===== src/rtl/gray_conv_pkg.sv =====
// Shared types and helpers for the Gray-code converter sweep controller.
package gray_conv_pkg;

  localparam int              CODE_W    = 4;
  localparam logic [3:0]      LAST_CODE = 4'hF;

  typedef enum logic [2:0] {
    ST_IDLE,
    ST_DRIVE,
    ST_SETTLE,
    ST_CAPTURE,
    ST_HOLD,
    ST_DONE
  } state_e;

  // Reference decode: each binary bit is the running XOR of the Gray bits above it.
  function automatic logic [3:0] gray2bin(input logic [3:0] g);
    logic [3:0] b;
    b[3] = g[3];
    b[2] = b[3] ^ g[2];
    b[1] = b[2] ^ g[1];
    b[0] = b[1] ^ g[0];
    return b;
  endfunction

endpackage


===== src/rtl/gray_conv_checker.sv =====
// Compares a captured converter output against the Gray-to-binary reference.
module gray_conv_checker
  import gray_conv_pkg::*;
(
  input  logic [CODE_W-1:0] code,
  input  logic [CODE_W-1:0] conv_out,
  input  logic              capture,
  output logic              mismatch
);

  assign mismatch = capture && (conv_out != gray2bin(code));

endmodule


===== src/rtl/gray_conv_sweep_ctrl.sv =====
// Drives codes into the 4-bit converter, waits SETTLE_CYC cycles, captures results onto a valid/ready stream.
// Optional mismatch counting against the Gray reference is built only when GRAY_CHECK_EN is defined.
module gray_conv_sweep_ctrl #(
  parameter int SETTLE_CYC = 2,
  parameter int CODE_W     = 4
) (
  input  logic              clk,
  input  logic              rst_n,
  input  logic              start,
  input  logic              single,
  input  logic [CODE_W-1:0] code_in,
  input  logic              abort,
  output logic [CODE_W-1:0] conv_in,
  input  logic [CODE_W-1:0] conv_out,
  output logic              res_valid,
  input  logic              res_ready,
  output logic [CODE_W-1:0] res_code,
  output logic [CODE_W-1:0] res_value,
  output logic              busy,
  output logic              done,
  output logic [4:0]        err_count
);
  import gray_conv_pkg::*;

  localparam logic [3:0] SETTLE_LOAD = 4'(SETTLE_CYC - 1);
  localparam logic [4:0] ERR_MAX     = 5'd31;

  state_e            state_q,     state_d;
  logic [CODE_W-1:0] code_q,      code_d;
  logic [CODE_W-1:0] conv_in_q,   conv_in_d;
  logic [CODE_W-1:0] res_code_q,  res_code_d;
  logic [CODE_W-1:0] res_value_q, res_value_d;
  logic [3:0]        settle_q,    settle_d;
  logic [4:0]        err_q,       err_d;
  logic              single_q,    single_d;
  logic              res_valid_q, res_valid_d;
  logic              busy_q,      busy_d;
  logic              done_q,      done_d;
  logic              mismatch;

`ifdef GRAY_CHECK_EN
  gray_conv_checker u_checker (
    .code     (code_q),
    .conv_out (conv_out),
    .capture  (state_q == ST_CAPTURE),
    .mismatch (mismatch)
  );
`else
  assign mismatch = 1'b0;
`endif

  // Abort overrides every transition but leaves the data-side registers untouched.
  always_comb begin
    state_d     = state_q;
    code_d      = code_q;
    conv_in_d   = conv_in_q;
    res_code_d  = res_code_q;
    res_value_d = res_value_q;
    settle_d    = settle_q;
    err_d       = err_q;
    single_d    = single_q;
    res_valid_d = res_valid_q;
    done_d      = 1'b0;

    if (abort) begin
      state_d     = ST_IDLE;
      res_valid_d = 1'b0;
    end else begin
      case (state_q)
        ST_IDLE: begin
          if (start) begin
            single_d = single;
            code_d   = single ? code_in : '0;
            err_d    = '0;
            state_d  = ST_DRIVE;
          end
        end
        ST_DRIVE: begin
          conv_in_d = code_q;
          settle_d  = SETTLE_LOAD;
          state_d   = ST_SETTLE;
        end
        ST_SETTLE: begin
          if (settle_q == 4'd0) state_d = ST_CAPTURE;
          else                  settle_d = settle_q - 4'd1;
        end
        ST_CAPTURE: begin
          res_value_d = conv_out;
          res_code_d  = code_q;
          res_valid_d = 1'b1;
          if (mismatch && (err_q != ERR_MAX)) err_d = err_q + 5'd1;
          state_d = ST_HOLD;
        end
        ST_HOLD: begin
          if (res_valid_q && res_ready) begin
            res_valid_d = 1'b0;
            if (single_q || (code_q == LAST_CODE)) begin
              state_d = ST_DONE;
              done_d  = 1'b1;
            end else begin
              code_d  = code_q + 1'b1;
              state_d = ST_DRIVE;
            end
          end
        end
        ST_DONE:  state_d = ST_IDLE;
        default:  state_d = ST_IDLE;
      endcase
    end

    busy_d = (state_d != ST_IDLE);
  end

  always_ff @(posedge clk or negedge rst_n) begin
    if (!rst_n) begin
      state_q     <= ST_IDLE;
      code_q      <= '0;
      conv_in_q   <= '0;
      res_code_q  <= '0;
      res_value_q <= '0;
      settle_q    <= '0;
      err_q       <= '0;
      single_q    <= 1'b0;
      res_valid_q <= 1'b0;
      busy_q      <= 1'b0;
      done_q      <= 1'b0;
    end else begin
      state_q     <= state_d;
      code_q      <= code_d;
      conv_in_q   <= conv_in_d;
      res_code_q  <= res_code_d;
      res_value_q <= res_value_d;
      settle_q    <= settle_d;
      err_q       <= err_d;
      single_q    <= single_d;
      res_valid_q <= res_valid_d;
      busy_q      <= busy_d;
      done_q      <= done_d;
    end
  end

  assign conv_in   = conv_in_q;
  assign res_valid = res_valid_q;
  assign res_code  = res_code_q;
  assign res_value = res_value_q;
  assign busy      = busy_q;
  assign done      = done_q;
  assign err_count = err_q;

endmodule


===== config.mk =====
export PLATFORM = sky130hd
export DESIGN_NAME = gray_conv_sweep_ctrl
export DESIGN_NICKNAME = d
export VERILOG_FILES = /design/src/rtl/gray_conv_pkg.sv /design/src/rtl/gray_conv_checker.sv /design/src/rtl/gray_conv_sweep_ctrl.sv
export SDC_FILE = /design/constraint.sdc
export NUM_CORES = 1
export LEC_CHECK = 0
export ABC_AREA = 1
export CORE_UTILIZATION = 30
export CTS_CLUSTER_DIAMETER = 60
export DETAILED_ROUTE_END_ITERATION = 8
export GPL_TIMING_DRIVEN = 1
export PLACE_DENSITY = 0.56
export SYNTH_ARGS = -nofsm -noshare
export SYNTH_HDL_FRONTEND = slang
export SYNTH_SLANG_ARGS = --single-unit

===== constraint.sdc =====
create_clock -name clk -period 1.1 [get_ports clk]
set_input_delay 0.11 -clock clk [delete_from_list [all_inputs] [get_ports clk]]
set_output_delay 0.11 -clock clk [all_outputs]
set_load 0.05 [all_outputs]

==> metrics <==
status complete, but fails checks; failing checks negative setup slack; hpwl dp 2350 µm; Top FF cell, synth dfrtp_1; sw frac 0.426; crit share post-route 1.14; CTS Hold Bufs 0; drt first pass iters 4; unrepaired setup endpoints after global routing true; Die Height 70.2 µm; Final min period 1.25 ns; most frequent cells in the layout 25 x nand2_1, 23 x dfrtp_1, 19 x buf_4; Final Cell Area 2350 µm²; Fin Setup TNS -2.24 ns; drt total wl 3640 µm; initial DRC count 29; Cell variety after synth 21; via/cell ratio 4.63; Fmax 797 MHz; Synth area leaders dfrtp_1 48%, nand2_1 12%, o21ai_2 7.5%; sequential share of power 0.318; vias in the first global route 1299; worst path arrival time 1.49 ns; Clock transition at path regs 0.11 ns; remaining global-route overflow 0; Num Clock Sinks 27; ant diodes 0; die width 70.2 µm; worst r2r path cells 8; layout cells sized above 1 0.534; Slowest cell on crit path dfrtp_1; worst hold slack 0.165 ns; Initial Util 0.316; initial antenna violation count 0; leak pwr 1.09 nW; htree depth 1; Max Cap Viol 0; Setup CP Type flip-flop to flip-flop; via count 1256; placed cell area 2070 µm²; Max Clock Skew 0.0113 ns; Synth top area share 0.484; Die Area 4930 µm²; Setup WS pre-CTS -0.370 ns; first-pass GRT wire length 5910 µm; Nets 236; internal power 2.90 mW; critical path, cell by cell ha_2 -> nand3_2 -> nand3_2 -> nand2_4 -> nand2_4 -> inv_4 -> nand2_2 -> nand2_1; I/O pin total 34; Req. time, crit path 1.33 ns; largest net degree at the start of global routing 28; FF-to-FF Start code_q[1]; synthesized area 1400 µm²; final cell count without fillers 271; Worst Path Max Fanout 5; worst skew pair latency 0.29 ns; worst setup margin -0.154 ns; P per Cell Area 2150 nW/µm²; residual DRC count 0; number of port buffers 28; Max Buffers Root-to-Sink 2; Mean Syn Cell Area 8.73 µm²; Final GP Congestion 0.855; Final setup viols 26; post-synthesis async set-or-reset flop share 1.00; core outline area 4410 µm²; DP Cell Count 257; peak supply drop 1.48 mV; routed length per instance 13.4 µm; area delta synth->final 68.3%; max-slew violation count 0; most common cell after layout, fill and taps aside nand2_1; Clock power frac 0.121; Seq cells post-synth 27; Comb power frac 0.561; GRT Util Overall 0.149; Hold Crit Class input pin to async pin; Final Hold Fails 0; endpoint of the worst register-to-register path code_q[2]; post-synthesis sequential area ratio 0.484; Crit. End Element flip-flop; CTS Buf Count 3; max incr delay on CP 0.42 ns; synth warn 0; Cell Rows 24; area leader, netlist dfrtp_1; CTS tree built; Sw Pwr 2.15 mW; Root Buffer clkbuf_8; antenna-violating nets left 0; EDFF count, synth 0; CP Launch Type flip-flop; R2R Setup Slk -0.15 ns; Filler cells 392; Cells after Synth 160
final cells by class:
type / instances / area, µm² / area share
tap: 52 / 65.1 / 0.0277
sequential: 27 / 681 / 0.290
multi-input combinational: 108 / 777 / 0.331
timing repair buffer: 55 / 672 / 0.286
clock inverter: 1 / 8.76 / 0.00373
clock buffer: 3 / 41.3 / 0.0176
inverter: 25 / 105 / 0.0447
sequential cells by signal, indices dropped and copies added (netlist names):
signal     flops
single_q       1
done           1
res_value      4
code_q         4
res_code       4
conv_in        4
state_q        3
settle_q       4
busy           1
res_valid      1
how the worst max path moves through the flow:
stage / to / startpoint / cells after the start
floorplan: settle_q[2] / state_q[0] / 7
global placement: settle_q[2] / abort / 7
detailed placement: settle_q[2] / abort / 7
CTS: settle_q[3] / state_q[0] / 7
global route: code_q[1] / code_q[1] / 8
finish: code_q[2] / code_q[1] / 8
cells by family (layout without fill, tap and decap cells):
kind of cell	after synthesis	in the layout	share of synthesized area
xor gates and xnor gates	1	1	0.00627
buffers and inverters	31	84	0.102
other	1	5	0.00269
and+or+nand+nor	76	78	0.274
DFF	27	27	0.484
AOI/OAI and AO/OA	22	22	0.113
adders and majority gates	2	2	0.0179
repair_timing:
item | in CTS | in global routing
resized for setup | 20 | 33
pin swaps | 12 | 18
buffers inserted | 5 | 4
setup endpoints to repair | 25 | 28
gates cloned | 1 | 1
cells in the mapped netlist, types with 2 or more instances:
| cell | number |
|---|---|
| inv_1 | 21 |
| o21ai_2 | 12 |
| nand4_1 | 3 |
| nand2_2 | 3 |
| nand2_4 | 2 |
| nand3_4 | 2 |
| ha_1 | 2 |
| nor2_1 | 5 |
| dfrtp_1 | 27 |
| buf_4 | 5 |
| nand3_1 | 14 |
| o21ai_0 | 9 |
| nand2_1 | 44 |
| inv_2 | 4 |
layer usage:
layer	track usage	up-vias	routed length, µm
met2	0.244	20	1900
met1	0.199	613	1540
li1	-	616	-
met5	0	-	0
met4	0.0333	0	61
met3	0.0346	7	134
stage by stage:
stage | util | total power, mW
after floorplan | - | 2.89
after global placement | 0.468 | 4.10
after detailed placement | 0.468 | 4.17
after CTS | 0.505 | 4.93
after global routing | 0.532 | 5.34
final | 0.532 | 5.04
power groups by stage:
stage	registers, mW	logic (mW)	clock network (mW)
floorplan	2.13	0.762	0
global placement	1.59	2.51	0
detailed placement	1.60	2.57	0
CTS	1.59	2.71	0.621
global route	1.65	3.02	0.672
finish	1.61	2.83	0.610
critical path: cells and delay by family (launching register included):
family,cells,cell delay (ns)
fa+ha+maj,1,0.21
simple gates,6,0.49
flops,1,0.42
buf+inv,1,0.09
Note: power is estimated with default switching activity, not from simulation.
